## src/rtl/clz_pkg.sv

```systemverilog
// Shared types and helpers for the leading-symbol counter.
// Mode enum and count-width helper used by the pipe and its interface.
package clz_pkg;

  typedef enum logic {
    CLZ_ZEROS = 1'b0,
    CLZ_ONES  = 1'b1
  } clz_mode_e;

  function automatic int clz_cnt_w(int w);
    return $clog2(w) + 1;
  endfunction

endpackage

```

## src/rtl/clz_norm_pipe_if.sv

```systemverilog
// Valid/ready bundle for clz_norm_pipe: operand side and result side.
// master drives operands and out_ready; slave is the pipe.
interface clz_norm_pipe_if #(
  parameter int WIDTH = 64,
  parameter int TAG_W = 4
);
  import clz_pkg::*;

  localparam int CW = clz_cnt_w(WIDTH);

  logic             in_valid;
  logic             in_ready;
  logic [WIDTH-1:0] in_data;
  clz_mode_e        in_mode;
  logic [TAG_W-1:0] in_tag;

  logic             out_valid;
  logic             out_ready;
  logic [CW-1:0]    out_count;
  logic             out_all;
  logic [WIDTH-1:0] out_norm;
  logic [TAG_W-1:0] out_tag;

  modport master (
    output in_valid, in_data, in_mode, in_tag,
    output out_ready,
    input  in_ready,
    input  out_valid, out_count, out_all,
    input  out_norm, out_tag
  );

  modport slave (
    input  in_valid, in_data, in_mode, in_tag,
    input  out_ready,
    output in_ready,
    output out_valid, out_count, out_all,
    output out_norm, out_tag
  );

endinterface

```

## src/rtl/clz_tree.sv

```systemverilog
// Combinational leading-zero counter built by recursive halving.
// Count width is $clog2(WIDTH)+1 so a fully zero operand reads WIDTH.
module clz_tree #(
  parameter int WIDTH = 64
) (
  input  logic [WIDTH-1:0]     data,
  output logic [$clog2(WIDTH):0] count
);

  if (WIDTH == 2) begin : g_leaf
    assign count = data[1] ? 2'd0 :
                   data[0] ? 2'd1 : 2'd2;
  end else begin : g_node
    localparam int H  = WIDTH / 2;
    localparam int HW = $clog2(H) + 1;

    logic [HW-1:0] ch;
    logic [HW-1:0] cl;

    clz_tree #(.WIDTH(H)) u_hi (
      .data  (data[WIDTH-1:H]),
      .count (ch)
    );

    clz_tree #(.WIDTH(H)) u_lo (
      .data  (data[H-1:0]),
      .count (cl)
    );

    // ch saturates at H, a lone MSB, so that bit flags an all-zero upper half
    assign count = ch[HW-1] ? ({1'b0, ch} + {1'b0, cl})
                            : {1'b0, ch};
  end

endmodule

```

## src/rtl/clz_norm_pipe.sv

```systemverilog
// Pipelined leading-zero/one counter with left normaliser and tag sideband.
// 0, 1 or 2 register stages with per-stage valid/ready backpressure.
module clz_norm_pipe
  import clz_pkg::*;
#(
  parameter int WIDTH       = 64,
  parameter int PIPE_STAGES = 2,
  parameter int TAG_W       = 4
) (
  input logic            clk,
  input logic            rst,
  clz_norm_pipe_if.slave bus
);

  localparam int CW = clz_cnt_w(WIDTH);

  logic [WIDTH-1:0] sym;
  logic [CW-1:0]    cnt;
  logic             all_c;

  assign sym = (bus.in_mode == CLZ_ONES) ? ~bus.in_data
                                         : bus.in_data;

  clz_tree #(.WIDTH(WIDTH)) u_tree (
    .data  (sym),
    .count (cnt)
  );

  assign all_c = (cnt == CW'(WIDTH));

  // Top shift step is WIDTH itself, so count==WIDTH flushes to zero
  function automatic logic [WIDTH-1:0] norm_f(
    input logic [WIDTH-1:0] d,
    input logic [CW-1:0]    n
  );
    logic [WIDTH-1:0] r;
    r = d;
    for (int k = 0; k < CW; k++)
      if (n[k]) r = r << (1 << k);
    return r;
  endfunction

  if (PIPE_STAGES == 0) begin : g_comb
    assign bus.in_ready  = bus.out_ready;
    assign bus.out_valid = bus.in_valid;
    assign bus.out_count = cnt;
    assign bus.out_all   = all_c;
    assign bus.out_norm  = norm_f(bus.in_data, cnt);
    assign bus.out_tag   = bus.in_tag;
  end else if (PIPE_STAGES == 1) begin : g_one
    logic             v_b;
    logic [CW-1:0]    c_b;
    logic             a_b;
    logic [WIDTH-1:0] n_b;
    logic [TAG_W-1:0] t_b;
    logic             ready_b;

    assign ready_b      = !v_b || bus.out_ready;
    assign bus.in_ready = ready_b && !rst;

    always_ff @(posedge clk) begin
      if (rst) begin
        v_b <= 1'b0;
        c_b <= '0;
        a_b <= 1'b0;
        n_b <= '0;
        t_b <= '0;
      end else if (ready_b) begin
        v_b <= bus.in_valid;
        if (bus.in_valid) begin
          c_b <= cnt;
          a_b <= all_c;
          n_b <= norm_f(bus.in_data, cnt);
          t_b <= bus.in_tag;
        end
      end
    end

    assign bus.out_valid = v_b;
    assign bus.out_count = c_b;
    assign bus.out_all   = a_b;
    assign bus.out_norm  = n_b;
    assign bus.out_tag   = t_b;
  end else begin : g_two
    logic             v_a;
    logic [CW-1:0]    c_a;
    logic             a_a;
    logic [WIDTH-1:0] d_a;
    logic [TAG_W-1:0] t_a;
    logic             ready_a;

    logic             v_b;
    logic [CW-1:0]    c_b;
    logic             a_b;
    logic [WIDTH-1:0] n_b;
    logic [TAG_W-1:0] t_b;
    logic             ready_b;

    assign ready_b      = !v_b || bus.out_ready;
    assign ready_a      = !v_a || ready_b;
    assign bus.in_ready = ready_a && !rst;

    always_ff @(posedge clk) begin
      if (rst) begin
        v_a <= 1'b0;
        c_a <= '0;
        a_a <= 1'b0;
        d_a <= '0;
        t_a <= '0;
      end else if (ready_a) begin
        v_a <= bus.in_valid;
        if (bus.in_valid) begin
          c_a <= cnt;
          a_a <= all_c;
          d_a <= bus.in_data;
          t_a <= bus.in_tag;
        end
      end
    end

    always_ff @(posedge clk) begin
      if (rst) begin
        v_b <= 1'b0;
        c_b <= '0;
        a_b <= 1'b0;
        n_b <= '0;
        t_b <= '0;
      end else if (ready_b) begin
        v_b <= v_a;
        if (v_a) begin
          c_b <= c_a;
          a_b <= a_a;
          n_b <= norm_f(d_a, c_a);
          t_b <= t_a;
        end
      end
    end

    assign bus.out_valid = v_b;
    assign bus.out_count = c_b;
    assign bus.out_all   = a_b;
    assign bus.out_norm  = n_b;
    assign bus.out_tag   = t_b;
  end

endmodule

```

## src/flat_wrapper.sv

```systemverilog
// flat-port wrapper written by rule: the top's interface ports become plain ports
module clz_norm_pipe_flat import clz_pkg::*;
#(
  parameter int WIDTH       = 64,
  parameter int PIPE_STAGES = 2,
  parameter int TAG_W       = 4
)
  (clk, rst, bus_in_valid, bus_in_data, bus_in_mode, bus_in_tag, bus_out_ready, bus_in_ready, bus_out_valid, bus_out_count, bus_out_all, bus_out_norm, bus_out_tag);
  clz_norm_pipe_if #(.WIDTH(WIDTH), .TAG_W(TAG_W)) bus_i ();
  input logic clk;
  input logic rst;
  input wire logic [$bits(bus_i.in_valid)-1:0] bus_in_valid;
  input wire logic [$bits(bus_i.in_data)-1:0] bus_in_data;
  input wire logic [$bits(bus_i.in_mode)-1:0] bus_in_mode;
  input wire logic [$bits(bus_i.in_tag)-1:0] bus_in_tag;
  input wire logic [$bits(bus_i.out_ready)-1:0] bus_out_ready;
  output wire logic [$bits(bus_i.in_ready)-1:0] bus_in_ready;
  output wire logic [$bits(bus_i.out_valid)-1:0] bus_out_valid;
  output wire logic [$bits(bus_i.out_count)-1:0] bus_out_count;
  output wire logic [$bits(bus_i.out_all)-1:0] bus_out_all;
  output wire logic [$bits(bus_i.out_norm)-1:0] bus_out_norm;
  output wire logic [$bits(bus_i.out_tag)-1:0] bus_out_tag;
  assign bus_i.in_valid = bus_in_valid;
  assign bus_i.in_data = bus_in_data;
  assign bus_i.in_mode = bus_in_mode;
  assign bus_i.in_tag = bus_in_tag;
  assign bus_i.out_ready = bus_out_ready;
  assign bus_in_ready = bus_i.in_ready;
  assign bus_out_valid = bus_i.out_valid;
  assign bus_out_count = bus_i.out_count;
  assign bus_out_all = bus_i.out_all;
  assign bus_out_norm = bus_i.out_norm;
  assign bus_out_tag = bus_i.out_tag;
  clz_norm_pipe #(.WIDTH(WIDTH), .PIPE_STAGES(PIPE_STAGES), .TAG_W(TAG_W)) u_core (.clk(clk), .rst(rst), .bus(bus_i));
endmodule
```

## config.mk

```make
export PLATFORM = sky130hd
export DESIGN_NAME = clz_norm_pipe_flat
export DESIGN_NICKNAME = d
export VERILOG_FILES = /design/src/rtl/clz_pkg.sv /design/src/rtl/clz_norm_pipe_if.sv /design/src/rtl/clz_tree.sv /design/src/rtl/clz_norm_pipe.sv /design/src/flat_wrapper.sv
export SDC_FILE = /design/constraint.sdc
export NUM_CORES = 1
export LEC_CHECK = 0
export BUFFER_PORTS_ARGS = -buffer_cell sky130_fd_sc_hd__buf_2
export CORE_MARGIN = 10
export CORE_UTILIZATION = 35
export DETAILED_ROUTE_END_ITERATION = 8
export PLACE_DENSITY_LB_ADDON = 0.3
export RECOVER_POWER = 100
export SKIP_LAST_GASP = 1
export SYNTH_ARGS = -nofsm -noshare
export SYNTH_HDL_FRONTEND = slang
export SYNTH_HIERARCHICAL = 1
export SYNTH_SLANG_ARGS = --single-unit
```

## constraint.sdc

```tcl
create_clock -name clk -period 9.05 [get_ports clk]
set_clock_uncertainty 0.1 [all_clocks]
set_input_delay 1.3575 -clock clk [delete_from_list [all_inputs] [get_ports clk]]
set_output_delay 1.3575 -clock clk [all_outputs]
set_load 0.05 [all_outputs]
```

==> impl_metrics.csv <==
group,metric,value,unit
outcome,run_status,"finished, violations left",
outcome,violations,"capacitance limit, slew limit",
synth,synth_cells,1752,
pwr,switchingPower,719,uW
timing,finalHoldViolCount,0,
grt,antenna_found_initial,3,
cts,tritoncts,"done",
die,start_util,35.4,%
place,hpwlAfterDp,37600,um
synth,synth_nets,1928,
pwr,powerDensity,127,nW/um^2
synth,ys_types,77,
critical_path,critPathMaxFanout,49,
timing,finalCriticalPeriod,7760,ps
synth,avgSynthCellArea,8.47,sq um
die,core-area,41900,sq um
synth,ys_seq_area_share,20.8,%
cts,ctsResizeCount,0,
critical_path,critPathArrivalTime,7820,ps
timing,rsz0062_at_grt,"no",
cts,ctsHoldBuffers,0,
layout,syn_to_final_growth,9.48,%
synth,yosys_warnings,6,
drt,ant_nets,0,
cts,h-tree-depth,4,
run,max_cap_violations,5,
drt,post-route-drc-count,0,
layout,fin_cells,2376,
min_path,hold_class,"reg -> reg",
synth,netlist_area,14800,sq um
timing,max_freq,129,MHz
synth,synthArstFlopShare,0,%
cts,path_clk_slew,70,ps
pwr,combPwrFrac,29.8,%
drt,finalWirelength,48300,um
drt,drt-pass1-iter-count,5,
grt,grt_use_total,18.5,%
place,gp_congestion,0.953,
critical_path,cp.required,9110,ps
timing,min_period_over_period,85.8,%
place,place_area,15800,sq um
drt,vias_per_cell,5.54,
die,die-area,51000,sq um
place,dp_cells,2343,
cts,cts_buffer_depth,2,
drt,wl_per_cell,20.3,um
drt,drtIter0Drc,1066,
cts,root_buffer,"clkbuf_16",
die,ios,151,
cts,cts_setup_buffers,0,
critical_path,setup.worst_path.end_class,"flip-flop",
timing,setup_tns,0,ps
layout,drive_gt1_share,16.5,%
layout,nets,1999,
critical_path,worst_setup_path_start_kind,"input pin",
grt,grt_pass1_wl,74600,um
critical_path,criticalPathCategory,"in -> reg",
die,rows,75,
cts,clock_latency,440,ps
timing,finalSetupViolCount,0,
cts,cts.sinks,154,
die,dieHeight,226,um
place,port_buffers,150,
die,die_w,226,um
pwr,clockPowerShare,33.9,%
synth,synthFlopType,"dfxtp_1",
grt,grt_overflow_total,0,
timing,maxSlewHeadroom,-149,%
layout,final_area,16200,sq um
timing,hold_slack,354,ps
layout,num-fill-cells,4337,
grt,grt_max_degree,88,
timing,worstMarginPinSlew,3730,ps
drt,vias,13200,
pwr,swShare,34.8,%
pwr,ir_drop,0.118,mV
grt,first_global_vias,12800,
pwr,power.leakage,6.16,nW
pwr,internal_power,1.35,mW
synth,synth_edf_count,0,
pwr,pwr-share-seq,36.2,%
synth,ys_seq_elements,154,
timing,slew_violations,264,
cts,cts_made_buffers,17,
==> cells in the final DEF (no fill, tap or decap), drive strengths merged, types with 22 or more instances in the layout <==
| master | synthesis | layout |
|---|---|---|
| ha | 72 | 72 |
| nor2 | 136 | 136 |
| a21oi | 147 | 147 |
| mux4 | 63 | 63 |
| dfxtp | 154 | 154 |
| mux2i | 74 | 74 |
| clkbuf | 54 | 105 |
| xor2 | 64 | 64 |
| a22oi | 22 | 22 |
| fa | 31 | 31 |
| nor2b | 72 | 72 |
| mux2 | 82 | 82 |
| nand2 | 310 | 310 |
| inv | 102 | 106 |
| o21ai | 62 | 62 |
| a211oi | 24 | 24 |
| buf | 62 | 84 |
==> Yosys cell counts (21+ instances only) <==
cell,n,share of area (%)
mux4_2,52,7.9
mux2i_1,74,5.0
a22oi_1,21,1.1
nor2b_1,40,1.7
nor2_1,136,3.4
a211oi_1,22,1.1
fa_1,31,4.2
mux2_4,24,2.4
clkbuf_1,50,1.3
nand2_1,310,7.8
inv_1,100,2.5
ha_1,72,6.1
xor2_1,64,3.8
mux2_2,58,4.4
dfxtp_1,154,21
o21ai_0,57,1.9
nor2b_4,32,3.0
a21oi_1,143,4.8
==> cell type report <==
cell class | instances | area, sq um | share of cell area, %
Clock inverter | 11 | 111 | 0.686
Tap cell | 539 | 674 | 4.15
Multi-Input combinational cell | 1380 | 10800 | 66.2
Antenna cell | 1 | 2.50 | 0.0154
Timing Repair Buffer | 168 | 771 | 4.75
Inverter | 102 | 383 | 2.36
Sequential cell | 154 | 3090 | 19.0
Clock buffer | 21 | 450 | 2.77
==> logic make-up (layout without fill, tap and decap cells) <==
group	after synthesis	count (layout)	share of synthesized area [%]
adder cells (fa/ha/maj)	103	103	10.3
other	0	1	0
AO/OA/AOI/OAI	382	382	16.7
AND/OR/NAND/NOR	597	597	19.1
buffers and inverters	218	302	6.79
flip-flops	154	154	20.8
XOR/XNOR	79	79	4.67
multiplexers	219	219	21.7
==> worst max-delay path, stage by stage <==
cell and delay [ps]:
buf_4 570, clkbuf_1 430, xor2_1 320, nor2b_4 70
ha_1 210, inv_1 70, fa_1 400, nor2b_1 220
inv_1 100, fa_1 470, a21oi_1 210, inv_1 80
fa_1 450, a21oi_1 280, inv_1 100, fa_1 460
nand2b_1 160, a21oi_1 160, mux2i_1 350, ha_1 350
and2_0 160, a22o_1 220, o31ai_1 320, nor4_1 90
nand4_1 100, a21oi_1 70
==> per-layer routing <==
layer,track usage (%),wire length (um),vias up
li1,-,-,6319
met1,24.4,21900,6357
met2,29.8,22200,407
met3,2.98,2600,81
met4,6.99,1630,4
met5,0,21,-
==> final timing paths <==
path	startpoint	to	slack, ps	cells after the start
hold reg to reg	u_core/g_two.t_a[0]	u_core/g_two.t_a[0]	350	2
hold / removal	u_core/g_two.t_a[0]	u_core/g_two.t_a[0]	350	2
setup reg to reg	u_core/g_two.c_a[0]	u_core/bus.out_norm[57]	3440	6
setup / recovery	bus_in_mode	u_core/g_two.a_a	1290	26
==> registers in the layout, indices dropped and copies added (netlist names) <==
signal                flops
u_core/bus.out_all        1
u_core/bus.out_count      7
u_core/bus.out_norm      64
u_core/bus.out_tag        4
u_core/bus.out_valid      1
u_core/g_two.a_a          1
u_core/g_two.c_a          7
u_core/g_two.d_a         64
u_core/g_two.t_a          4
u_core/g_two.v_a          1
==> power groups by stage <==
stage	registers [mW]	clock network (mW)	logic, mW
6_report	0.749	0.701	0.617
5_1_grt	0.754	0.741	0.681
4_1_cts	0.748	0.720	0.619
3_5_place_dp	0.763	0	0.616
3_3_place_gp	0.762	0	0.602
2_1_floorplan	0.774	0	0.441
==> per-stage QoR <==
step | utilization (%) | power, mW | setup WS [ps]
CTS | 39.0 | 2.09 | 1600
global route | 38.7 | 2.18 | 832
detailed placement | 37.7 | 1.38 | 1150
finish | 38.7 | 2.07 | 1290
floorplan | - | 1.22 | 1810
global placement | 37.7 | 1.36 | 1310
No activity file was read; power rests on OpenSTA's default activity.
